**src/rtl/fifo_40bit_stream_reader.sv**
```systemverilog
// fifo_40bit_stream_reader: turns a registered-read FIFO (re/empty) into a
// valid/ready stream through a 3-entry prefetch buffer; counts handshakes.
//   clk, rst (async, active-low), clr (sync flush, shared with the FIFO)
//   fifo_dout/fifo_empty in, fifo_re out      : FIFO read side
//   m_data/m_valid out, m_ready in            : stream side
//   xfer_cnt out                              : completed handshakes mod 2^cw
module fifo_40bit_stream_reader #(
   parameter int dw = 40,
   parameter int cw = 16
) (
   input  logic          clk,
   input  logic          rst,
   input  logic          clr,
   input  logic [dw-1:0] fifo_dout,
   input  logic          fifo_empty,
   output logic          fifo_re,
   output logic [dw-1:0] m_data,
   output logic          m_valid,
   input  logic          m_ready,
   output logic [cw-1:0] xfer_cnt
);

   logic [dw-1:0] buf_q [3];
   logic [1:0]    head_q, head_d;
   logic [1:0]    tail_q, tail_d;
   logic [1:0]    occ_q, occ_d;
   logic          infl_q;
   logic [cw-1:0] cnt_q, cnt_d;
   logic          cap;
   logic          pop;
   logic [2:0]    pend;

   function automatic logic [1:0] inc3(input logic [1:0] p);
      return (p == 2'd2) ? 2'd0 : p + 2'd1;
   endfunction

   // buffered plus in-flight words; a new read only if a slot is free
   assign pend    = {1'b0, occ_q} + {2'b0, infl_q};
   assign fifo_re = rst & ~fifo_empty & ~clr & (pend < 3'd3);

   assign m_valid  = (occ_q != 2'd0);
   assign xfer_cnt = cnt_q;

   always_comb begin
      m_data = buf_q[0];
      unique case (head_q)
         2'd1:    m_data = buf_q[1];
         2'd2:    m_data = buf_q[2];
         default: m_data = buf_q[0];
      endcase
   end

   // clr wins over both capture and pop
   assign cap = infl_q & ~clr;
   assign pop = m_valid & m_ready & ~clr;

   always_comb begin
      head_d = head_q;
      tail_d = tail_q;
      occ_d  = occ_q;
      cnt_d  = cnt_q;
      if (clr) begin
         head_d = 2'd0;
         tail_d = 2'd0;
         occ_d  = 2'd0;
      end else begin
         if (cap) tail_d = inc3(tail_q);
         if (pop) head_d = inc3(head_q);
         occ_d = occ_q + {1'b0, cap} - {1'b0, pop};
      end
      if (pop) cnt_d = cnt_q + 1'b1;
   end

   always_ff @(posedge clk or negedge rst) begin
      if (!rst) begin
         head_q <= 2'd0;
         tail_q <= 2'd0;
         occ_q  <= 2'd0;
         infl_q <= 1'b0;
         cnt_q  <= '0;
         for (int i = 0; i < 3; i++) buf_q[i] <= '0;
      end else begin
         head_q <= head_d;
         tail_q <= tail_d;
         occ_q  <= occ_d;
         infl_q <= fifo_re;
         cnt_q  <= cnt_d;
         if (cap) buf_q[tail_q] <= fifo_dout;
      end
   end

   a_no_overflow: assert property (
      @(posedge clk) disable iff (!rst) pend <= 3'd3);

endmodule

```
**config.mk**
```make
export PLATFORM = sky130hd
export DESIGN_NAME = fifo_40bit_stream_reader
export DESIGN_NICKNAME = d
export VERILOG_FILES = /design/src/rtl/fifo_40bit_stream_reader.sv
export SDC_FILE = /design/constraint.sdc
export NUM_CORES = 1
export LEC_CHECK = 0
export BUFFER_PORTS_ARGS = -buffer_cell sky130_fd_sc_hd__buf_2
export CORE_ASPECT_RATIO = 1.25
export CORE_MARGIN = 3
export CORE_UTILIZATION = 30
export CTS_CLUSTER_DIAMETER = 50
export DETAILED_ROUTE_END_ITERATION = 8
export PLACE_DENSITY = 0.46
export SYNTH_ARGS = -nofsm -noshare
export SYNTH_HDL_FRONTEND = slang
export SYNTH_SLANG_ARGS = --single-unit
```
**constraint.sdc**
```tcl
create_clock -name clk -period 1.8 [get_ports clk]
set_input_delay 0.27 -clock clk [delete_from_list [all_inputs] [get_ports clk]]
set_output_delay 0.27 -clock clk [all_outputs]
set_load 0.03 [all_outputs]
```
Word-level counts from Yosys, hierarchy flattened
Cells that the tools add are included.

storage, ports and cells
  flip-flop bits (word level) = 143
  input port bits = 45
  output and inout port bits = 58
  word-level logic and storage cells = 44

cells by class
  $add $sub $neg = 6
  $lt $le $gt $ge = 3
  equal/unequal tests = 3
  mux-type cells = 11
  bitwise gates (word level) = 9
  reduce and logical (&&, ||, !) cells = 4

operators with widths
  kind                     number
  $bwmux W120              1
  $demux W40 S2            1
  $pmux W40 S2             1
  $mux W40                 1
  $add A16 B1 Y16 const B  1
  $mux W2                  7
  $and A1 B1 Y1            6
  $reduce_bool A2 Y1       3
  $add A2 B1 Y2 const B    2
  $eq A2 B2 Y1 const B     2
  $add A2 B1 Y3            1
  $ge A3 B3 Y1 const B     1
  $lt A3 B1 Y1 const B     1
  $lt A3 B2 Y1 const B     1
  $not A2 Y3               1
  $add A2 B1 Y2            1
  $eq A2 B1 Y1 const B     1
  $not A1 Y1               2
  $sub A2 B1 Y2            1
  $logic_and A1 B1 Y1      1

Depth between registers and ports, before layout
Gate-level depths: netlist of the first run.

  depth after elaboration = 6
  mapped depth = 8
  depth with buffers taken out = 7

Least setup slack after synthesis of the first run
Ideal clock, no wire load.

  path type = register to output
  start = register infl_q
  end = output port fifo_re
  arrival time = 1,909 ps
  required time = 1,530 ps
  path slack = -379 ps
  stages on the path, launching flop included = 5
  buffers on the path = 0
  path through = dfrtp_1 ha_1 ha_1 or4b_2 a21oi_1

between the ends
  word-level cells in the longest chain between the ends = 3

RTL lines
  element                   RTL line  text
  start: declaration        27        logic infl_q;
  start signal: assignment  86        infl_q <= fifo_re;
  $add A2 B1 Y3             38        assign pend = {1'b0, occ_q} + {2'b0, infl_q};
  $lt A3 B2 Y1              39        assign fifo_re = rst & ~fifo_empty & ~clr & (pend < 3'd3);
  $and A1 B1 Y1             39
  end: declaration          16        output logic fifo_re,

No other way between the ends.

Worst setup path after layout of the first run
  start = register occ_q[0]
  end = output port fifo_re

between the ends
  word-level cells in the longest chain between the ends = 3

RTL lines
  element                   RTL line  text
  start: declaration        26        logic [1:0] occ_q, occ_d;
  start signal: assignment  78        occ_q <= 2'd0;
  start signal: assignment  85        occ_q <= occ_d;
  $add A2 B1 Y3             38
  $lt A3 B2 Y1              39
  $and A1 B1 Y1             39

No other way between the ends.

==> reports/metrics.cfg, run 1 <==
[sta]
slew_viol_final = 0
slew_headroom = 0.458
worst_pin_slew_ps = 813
fmax_mhz = 457
setup_viol = 41
holdWs_ps = -63.8
finalWorstSetupSlack_ps = -390
finalClockSkew_ps = 5.76
hold_viol = 16
layout_min_cycle_time_ps = 2190
rsz0062_at_grt = yes
finalCritPeriodShare = 1.22

[global_routing]
grt_remaining_overflow = 0
grt_usage = 0.152
grt_max_degree = 144
grt_antenna_before_repair = 1
grt_pass1_wl_mm = 26.9
grt_pass1_vias = 4892

[floorplan]
die_w_um = 136
die_area_um2 = 23000
io_pins = 103
die_h_um = 169
core_area_um2 = 20500
start_util = 0.311
rows = 58

[yosys]
yosysWarningCount = 0
yosysTopAreaCell = dfrtp_1
syn_avg_cell_area_um2 = 13.0
ys_seq_area_frac = 0.562
netlist_instances = 488
syn-num-nets = 541
synth_seq_cells = 143
yosysTopAreaCellShare = 0.562
synth_area_um2 = 6360
synth.area.top_cells = dfrtp_1 56%, mux2_2 20%, a22oi_1 4.7%, a21oi_1 3.3%, nor2_1 2.8%
ys_types = 28

[setup_path]
critical_path.top_delay_family = simple AND/OR/NAND/NOR gates
critPathLaunchType = flip-flop
rr_worst_depth = 6
path_buf_inv = 1
worstPathMaxFanout = 2
crit_top_cell = ha_2
crit_slowest_cell = or4b_4
worst_ep_arrival_time_ps = 1920
worstSetupPathType = reg -> out
cp_cell_sequence = ha_2 -> ha_2 -> or4b_4 -> a21oi_4 -> buf_6
worstSetupEndpointType = primary output
reg2reg_slack_ps = 80
r2r_end = buf_q[50]
r2r_start = infl_q
crit_required_ps = 1530
max_stage_delay_ps = 490

[route]
via_per_inst = 4.77
postRouteAntennaNets = 0
via_count = 4323
top_layer = met5
route.met2.wl_mm = 8.87
route.detailed.drc = 0
wl_met1_mm = 7.06
dr_wl_met3_um = 524
dr.pass1.iters = 4
post_drt_wl_per_cell_um = 18.4
drt_iter0_markers = 151
drt-total-wl_mm = 16.7

[power_and_ir_drop]
switching_share = 0.298
irDropWorstVdd_mv = 0.651
powerDensity_nw_per_um2 = 1120
seq_power_share = 0.384
leakage_nw = 4.07
finalPower_w = 0.0103
p_int_w = 0.00722
switchingPower_w = 0.00306
p_comb_frac = 0.266
clockPowerShare = 0.350

[cells_and_area]
postLayoutCellArea_um2 = 9180
final_cell_mix = 143 x dfrtp_1, 112 x mux2_2, 60 x buf_2
fin_util = 0.448
final_common_cell = dfrtp_1
area_growth_syn_to_layout_pct = 44.2
seq_area_um2 = 3580
fillers = 1914
fin_nets = 677
drive_above_1_share = 0.619
antenna-diode-count = 0
multi_input_area_um2 = 3040

[clock_tree]
numCtsBuffers = 17
htreeDepth = 4
numClockSinks = 143
cts.clk_slew.worst_paths_ps = 60
cts-root-buf = clkbuf_16
worstSkewPairLatency_ps = 420
cts_buffer_depth = 2
cts_tree = yes

[job]
maxCapViolCount = 0

[placed_design]
dp_hpwl_mm = 9.63
port-buffer-count = 102
post_dp_cell_area_um2 = 7540
gp_congestion = 0.742

[hold_path]
hold_path_class = in -> async

[outcome]
violations = hold timing, setup timing
outcome = finished with violations

-- cell families after synthesis --
| family | count (synthesis) | synth area share |
|---|---|---|
| buf+inv | 36 | 0.0344 |
| mux | 124 | 0.219 |
| flops | 143 | 0.562 |
| xor+xnor | 17 | 0.0234 |
| compound gates | 82 | 0.0802 |
| fa+ha+maj | 8 | 0.0157 |
| simple gates | 78 | 0.0651 |
-- worst max-delay path by stage --
stage,startpoint,to,cells past startpoint
floorplan,head_q[0],m_data[17],6
global placement,occ_q[0],fifo_re,5
detailed placement,occ_q[0],fifo_re,5
CTS,occ_q[0],fifo_re,5
global route,occ_q[0],fifo_re,5
finish,occ_q[0],fifo_re,5
-- cells in the mapped netlist --
| cell type | number |
|---|---|
| nor3b_2 | 1 |
| nand3_1 | 6 |
| nor2b_1 | 1 |
| or4b_2 | 1 |
| nor2_1 | 47 |
| dfrtp_1 | 143 |
| nand2b_4 | 2 |
| xnor2_1 | 14 |
| buf_2 | 1 |
| mux2i_1 | 3 |
| xor2_1 | 3 |
| nand2_1 | 5 |
| nand3b_1 | 1 |
| nand2b_1 | 1 |
| and3_1 | 3 |
| mux2_1 | 9 |
| nor3_2 | 2 |
| a22oi_1 | 40 |
| clkbuf_1 | 18 |
| buf_4 | 4 |
| buf_6 | 9 |
| nor3b_4 | 2 |
| ha_1 | 8 |
| mux2_2 | 112 |
| nand4_1 | 4 |
| a21oi_1 | 42 |
| inv_1 | 4 |
| and4_1 | 2 |
-- power by group through the flow --
stage	combinational [W]	clock, W	sequential [W]
6_report	0.00274	0.00360	0.00394
5_1_grt	0.00294	0.00387	0.00400
4_1_cts	0.00276	0.00373	0.00394
3_5_place_dp	0.00218	0	0.00396
3_3_place_gp	0.00214	0	0.00393
2_1_floorplan	0.00143	0	0.00396
-- flip-flops by register name (all words and copies together), names as in the netlist --
register / count
tail_q: 2
buf_q: 120
occ_q: 2
head_q: 2
xfer_cnt: 16
infl_q: 1
-- layout make-up --
type | count | area share
clock buffers | 22 | 0.0517
clock inverters | 9 | 0.0146
inverters | 4 | 0.00164
multi-input cells | 309 | 0.331
flip-flops and latches | 143 | 0.390
well taps | 270 | 0.0368
repair buffers | 149 | 0.175
-- metal layers --
layer,vias to the layer above,track usage
li1,2017,-
met5,-,0
met1,2229,0.182
met4,2,0.0447
met3,17,0.0386
met2,58,0.269
-- repair_timing --
item	4_1_cts	5_1_grt
resized for setup	155	6
cloned	9	3
hold buffers	0	0
setup buffers	14	3
pin swaps	37	23
setup endpoints to repair	41	44
-- stage by stage --
step / setup slack [ps] / cells / setup TNS, ps
6_report: -390 / 906 / -13130
5_1_grt: -476 / 906 / -17440
4_1_cts: -414 / 901 / -14030
3_5_place_dp: -41.9 / 848 / -41.9
3_3_place_gp: -15.2 / 848 / -15.2
2_1_floorplan: -20.4 / 488 / -798
(Power assumes the default switching activity.)
==> run 2, diff against run 1 <==
Settings changed: CELL_PAD_IN_SITES_DETAIL_PLACEMENT set to 0, CELL_PAD_IN_SITES_GLOBAL_PLACEMENT set to 1, PLACE_DENSITY 0.46 to 0.55.
==> run 2 against run 1 <==
Net effect: the run still ends with hold timing, setup timing left; final area up 3.1%; final cell count up 1.1%; clock power up 5%; global-route usage up 0.32 points; utilization up 1.4 points; sequential share of layout area down 1.2 points; wire length up 2.2%; setup slack worse by 14 ps; critical path type unchanged; critical endpoint is now m_data[27]; largest power group unchanged.
==> reports/metrics.cfg, run 2 (same netlist as run 1, synthesis figures left out) <==
[outcome]
outcome = finished with violations
violations = hold timing, setup timing

[placed_design]
gp_congestion = 0.681  ; -8.3%
post_dp_cell_area_um2 = 7510  ; -0.40%
dp_hpwl_mm = 9.41  ; -2.4%
port-buffer-count = 102  ; unchanged

[clock_tree]
htreeDepth = 4  ; unchanged
cts_tree = yes
numClockSinks = 143  ; unchanged
cts.clk_slew.worst_paths_ps = 60  ; about the same
cts_buffer_depth = 2  ; unchanged
cts-root-buf = clkbuf_16
numCtsBuffers = 17  ; unchanged
worstSkewPairLatency_ps = 420  ; about the same

[cells_and_area]
largest_reg_flops = 120  ; unchanged
drive_above_1_share = 0.632  ; +0.0121
regMostFlops = buf_q
fin_nets = 687  ; +1.5%
final_cell_mix = 143 x dfrtp_1, 112 x mux2_2, 60 x buf_2
antenna-diode-count = 0  ; unchanged
final_common_cell = dfrtp_1
postLayoutCellArea_um2 = 9460  ; +3.1%
fin_util = 0.462  ; +0.0139
area_growth_syn_to_layout_pct = 48.7

[setup_path]
worst_ep_arrival_time_ps = 1930  ; about the same
max_stage_delay_ps = 380  ; -110 ps
critical_path.top_delay_family = buffers and inverters
critPathLaunch = head_q[0]
crit_required_ps = 1530  ; about the same
worstPathMaxFanout = 8  ; +6
worstSetupPathType = reg -> out
r2r_start = infl_q
worstSetupEndpointType = primary output
crit_slowest_cell = dfrtp_1
cp_cell_sequence = inv_2 -> buf_6 -> ha_4 -> buf_12 -> buf_16 -> a22oi_2 -> a21oi_4 -> buf_6
critPathLaunchType = flip-flop
path_buf_inv = 5  ; +4
crit_top_cell = buf_6

[route]
route.detailed.drc = 0  ; unchanged
post_drt_wl_per_cell_um = 18.6  ; +1.1%
via_per_inst = 4.85  ; +1.6%
dr.pass1.iters = 4  ; unchanged
postRouteAntennaNets = 0  ; unchanged
drt_iter0_markers = 189  ; +25%
via_count = 4441  ; +2.7%
drt-total-wl_mm = 17.0  ; +2.2%

[global_routing]
grt_max_degree = 144  ; unchanged
grt_antenna_before_repair = 0  ; -1
grt_remaining_overflow = 0  ; unchanged
grt_usage = 0.156  ; +0.00315
grt_pass1_wl_mm = 27.3  ; +1.7%
grt_pass1_vias = 4932  ; +0.82%

[sta]
finalWorstSetupSlack_ps = -403  ; -13.9 ps
finalClockSkew_ps = 8.37  ; +2.61 ps
slew_viol_final = 0  ; unchanged
hold_viol = 42  ; +26
setup_viol = 41  ; unchanged
slew_headroom = 0.452  ; -0.00617
fmax_mhz = 454  ; -0.63%
finalCritPeriodShare = 1.22  ; +0.00772
rsz0062_at_grt = yes
setup_tns_ps = -12790  ; +340 ps
layout_min_cycle_time_ps = 2200  ; +13.9 ps
worst_pin_slew_ps = 822  ; +9.25 ps
holdWs_ps = -31.2  ; +32.6 ps

[floorplan]
core_area_um2 = 20500  ; unchanged
die_area_um2 = 23000  ; unchanged
io_pins = 103  ; unchanged
die_w_um = 136  ; unchanged
start_util = 0.311  ; unchanged
rows = 58  ; unchanged
die_h_um = 169  ; unchanged

[power_and_ir_drop]
leakage_nw = 4.18  ; +2.9%
powerDensity_nw_per_um2 = 1120  ; +0.40%
irDropWorstVdd_mv = 0.651  ; about the same

[job]
maxCapViolCount = 0  ; unchanged

[hold_path]
hold_path_class = in -> async

## run 2: cell count changes in the layout (fill, tap and decap cells not counted), moves of 2 or more
cell and delta:
nor2_2 +6, a21oi_2 -15, a22oi_1 +2, buf_6 +6, buf_4 +3, buf_16 +5
a22oi_2 -2, clkbuf_16 -2, clkinvlp_4 -3, a21oi_4 +15, nor2_1 -7, buf_8 -2
## run 2: layer usage
metal / wire [um] / vias up / part of all wire / GRT usage
met1: 7360 / 2305 / 0.43 / 0.195
met5: 0 / - / 0 / 0
met3: 559 / 15 / 0.033 / 0.0324
li1: - / 2041 / - / -
met4: 250 / 0 / 0.015 / 0.0500
met2: 8870 / 80 / 0.52 / 0.268
## run 2: final cells by class
| class | instances | area (um2) |
|---|---|---|
| clock buffer | 23 | 478 |
| multi-input combinational | 309 | 3160 |
| timing repair buffer | 159 | 1740 |
| sequential | 143 | 3580 |
| fill | 1829 | 11000 |
| clock inverter | 8 | 154 |
| inverter | 4 | 15.0 |
| tap | 270 | 338 |
## run 2: worst reg2reg max path, delay by kind of cell, from the launching register on
kind                   cells  cell delay (ps)
flip-flops                 1              350
multiplexers               1              380
buffers and inverters      2              400
AND/OR/NAND/NOR            2              420
## run 2: path summary, 6_finish.rpt
kind                       slack, ps  cells past startpoint      endpoint
hold reg to reg                  470                      1  xfer_cnt[15]
hold / removal                   -30                      2     buf_q[87]
max in group asynchronous       1190                      2     head_q[1]
min in group clk                 100                      2     buf_q[84]
setup / recovery                -400                      8    m_data[27]
setup reg to reg                 140                      5     buf_q[10]
## run 2: power by group
part | internal [W] | switching, W | total [W]
combinational | 0.00140 | 0.00152 | 0.00292
sequential | 0.00366 | 0.000297 | 0.00395
clock | 0.00243 | 0.00134 | 0.00377
total | 0.00749 | 0.00315 | 0.0106
## run 2: what timing repair did
action / CTS / global route
endpoints found under the setup margin: 41 / 42
gates resized for setup: 175 / 17
buffers inserted: 21 / 4
hold buffers: 0 / 0
pin swaps: 29 / 21
gates cloned: 14 / 1
## run 2: stage by stage
step	hold slack (ps)	std cells	worst slack, ps	power (W)
6_report	-31.2	916	-403	0.0106
5_1_grt	64.4	916	-473	0.0112
4_1_cts	41.1	915	-437	0.0108
3_5_place_dp	457	849	-34.2	0.00613
3_3_place_gp	460	849	-37.0	0.00605
2_1_floorplan	-25.6	488	-20.4	0.00540
==> run 3, diff against run 2 <==
Settings changed: CORE_MARGIN 3 to not set, SKIP_LAST_GASP set to 1.
==> run 3 against run 2 <==
Net effect: the run still ends with hold timing, setup timing left; final cell count grew 0.33%; clock skew grew 0.96 ps; global-route usage rose by 0.78 points; flip-flop and latch count is the same.
==> reports/metrics.cfg, run 3 (same netlist as run 1, synthesis figures left out) <==
[global_routing]
grt_pass1_wl_mm = 26.8  ; -1.8%
grt_usage = 0.163  ; +0.00784
grt_antenna_before_repair = 1  ; +1
grt_pass1_vias = 4715  ; -4.4%
grt_remaining_overflow = 0  ; unchanged
grt_max_degree = 144  ; unchanged

[setup_path]
worstSetupPathType = reg -> out
worstSetupEndpointType = primary output
max_stage_delay_ps = 490  ; +110 ps
worstPathMaxFanout = 2  ; -6
path_buf_inv = 1  ; -4
critPathLaunchType = flip-flop
worst_ep_arrival_time_ps = 1930  ; about the same
cp_cell_sequence = ha_2 -> ha_1 -> or4b_4 -> a21oi_4 -> buf_6
crit_slowest_cell = or4b_4
crit_required_ps = 1530  ; about the same
critical_path.top_delay_family = simple AND/OR/NAND/NOR gates

[floorplan]
rows = 59  ; +1.7%
start_util = 0.306  ; -0.00527
die_h_um = 165  ; -2.4%
io_pins = 103  ; unchanged
core_area_um2 = 20800  ; +1.7%
die_w_um = 132  ; -2.9%
die_area_um2 = 21800  ; -5.2%

[outcome]
violations = hold timing, setup timing
outcome = finished with violations

[sta]
fmax_mhz = 454  ; about the same
layout_min_cycle_time_ps = 2200  ; +1.02 ps
slew_viol_final = 0  ; unchanged
finalCritPeriodShare = 1.22  ; about the same
holdWs_ps = -49.6  ; -18.3 ps
setup_viol = 44  ; +7.3%
setup_tns_ps = -13170  ; -380 ps
hold_viol = 11  ; -74%
finalClockSkew_ps = 9.34  ; +0.964 ps
finalWorstSetupSlack_ps = -404  ; -1.02 ps
worst_pin_slew_ps = 854  ; +31.8 ps
rsz0062_at_grt = yes
slew_headroom = 0.431  ; -0.0212

[clock_tree]
cts-hold-fix-buffers = 0  ; unchanged
numClockSinks = 143  ; unchanged
cts.clk_slew.worst_paths_ps = 60  ; about the same
cts_tree = yes
cts_buffer_depth = 2  ; unchanged
htreeDepth = 4  ; unchanged
worstSkewPairLatency_ps = 420  ; about the same
numCtsBuffers = 17  ; unchanged
cts-root-buf = clkbuf_16

[route]
dr.pass1.iters = 4  ; unchanged
post_drt_wl_per_cell_um = 18.2  ; -2.3%
via_per_inst = 4.78  ; -1.3%
drt_iter0_markers = 109  ; -42%
via_count = 4397  ; -0.99%
route.detailed.drc = 0  ; unchanged
postRouteAntennaNets = 0  ; unchanged
drt-total-wl_mm = 16.7  ; -1.9%

[cells_and_area]
final_cell_mix = 143 x dfrtp_1, 112 x mux2_2, 59 x buf_2
area_growth_syn_to_layout_pct = 44.1
largest_reg_flops = 120  ; unchanged
regMostFlops = buf_q
fin_nets = 684  ; -0.44%
drive_above_1_share = 0.610  ; -0.0213
final_common_cell = dfrtp_1
fin_util = 0.441  ; -0.0217

[power_and_ir_drop]
powerDensity_nw_per_um2 = 1110  ; -1.5%
clockPowerShare = 0.338  ; -0.016
leakage_nw = 4.09  ; -2.2%
switchingPower_w = 0.00309  ; -1.9%
irDropWorstVdd_mv = 0.620  ; -4.7%
switching_share = 0.304  ; +0.00801
seq_power_share = 0.387  ; +0.015
p_comb_frac = 0.275  ; about the same
p_int_w = 0.00707  ; -5.6%

[job]
maxCapViolCount = 0  ; unchanged

[placed_design]
dp_hpwl_mm = 9.28  ; -1.3%
gp_congestion = 0.701  ; +2.9%
port-buffer-count = 102  ; unchanged

[hold_path]
hold_path_class = in -> async

run 3: changes by cell type in the layout (fill, tap and decap cells not counted), sizes merged:
cell	change
diode	+1
clkinvlp	+1
clkinv	+4
bufinv	-2
buf	-3
clkbuf	-2
run 3: path summary, 6_finish.rpt:
kind	slack, ps	endpoint	cells after the start	start
min in group clk	100	buf_q[66]	2	fifo_dout[26]
hold reg to reg	470	xfer_cnt[15]	1	xfer_cnt[15]
setup reg to reg	-40	occ_q[0]	10	occ_q[0]
max in group asynchronous	1160	buf_q[1]	2	rst
setup / recovery	-400	fifo_re	5	infl_q
hold / removal	-50	buf_q[86]	2	rst
run 3: final cells by class:
type	count	area, um2
sequential	143	3580
inverter	4	15.0
fill	1961	11600
timing repair buffer	156	1580
clock inverter	11	114
antenna	1	2.50
multi-input combinational	309	3080
clock buffer	21	460
tap	274	343
run 3: timing repair:
action                                  in CTS  in global routing
cloned                                      11                  1
endpoints found under the setup margin      41                 44
buffers inserted                            13                  8
resized for setup                          121                 33
pin swaps                                   23                 37
run 3: worst register-to-register path: cells and delay by family (launching register included):
family	cells	cell delay [ps]
buffers and inverters	5	530
adders and majority gates	2	550
and+or+nand+nor	3	320
DFF	1	390
run 3: routing by layer:
layer	GRT usage	up-vias	share of wire
li1	-	2039	-
met1	0.202	2258	0.45
met2	0.283	84	0.51
met3	0.0378	16	0.033
met4	0.0517	0	0.013
met5	0	-	0
run 3: per-stage QoR:
| stage | instance area (um2) | instances | hold WS, ps | total power, W | setup slack, ps |
|---|---|---|---|---|---|
| 3_3_place_gp | 7510 | 854 | 457 | 0.00605 | -24.2 |
| 2_1_floorplan | 6530 | 488 | -25.6 | 0.00540 | -20.4 |
| 4_1_cts | 8970 | 910 | 40.8 | 0.0102 | -415 |
| 3_5_place_dp | 7510 | 854 | 461 | 0.00612 | -33.9 |
| 6_report | 9170 | 919 | -49.6 | 0.0102 | -404 |
| 5_1_grt | 9170 | 919 | 40.4 | 0.0107 | -468 |
run 3: power groups by stage:
stage | sequential, W | clock [W] | combinational [W]
after global routing | 0.00400 | 0.00370 | 0.00298
after detailed placement | 0.00396 | 0 | 0.00216
after global placement | 0.00393 | 0 | 0.00212
after floorplan | 0.00396 | 0 | 0.00143
after CTS | 0.00392 | 0.00355 | 0.00272
final | 0.00393 | 0.00344 | 0.00279
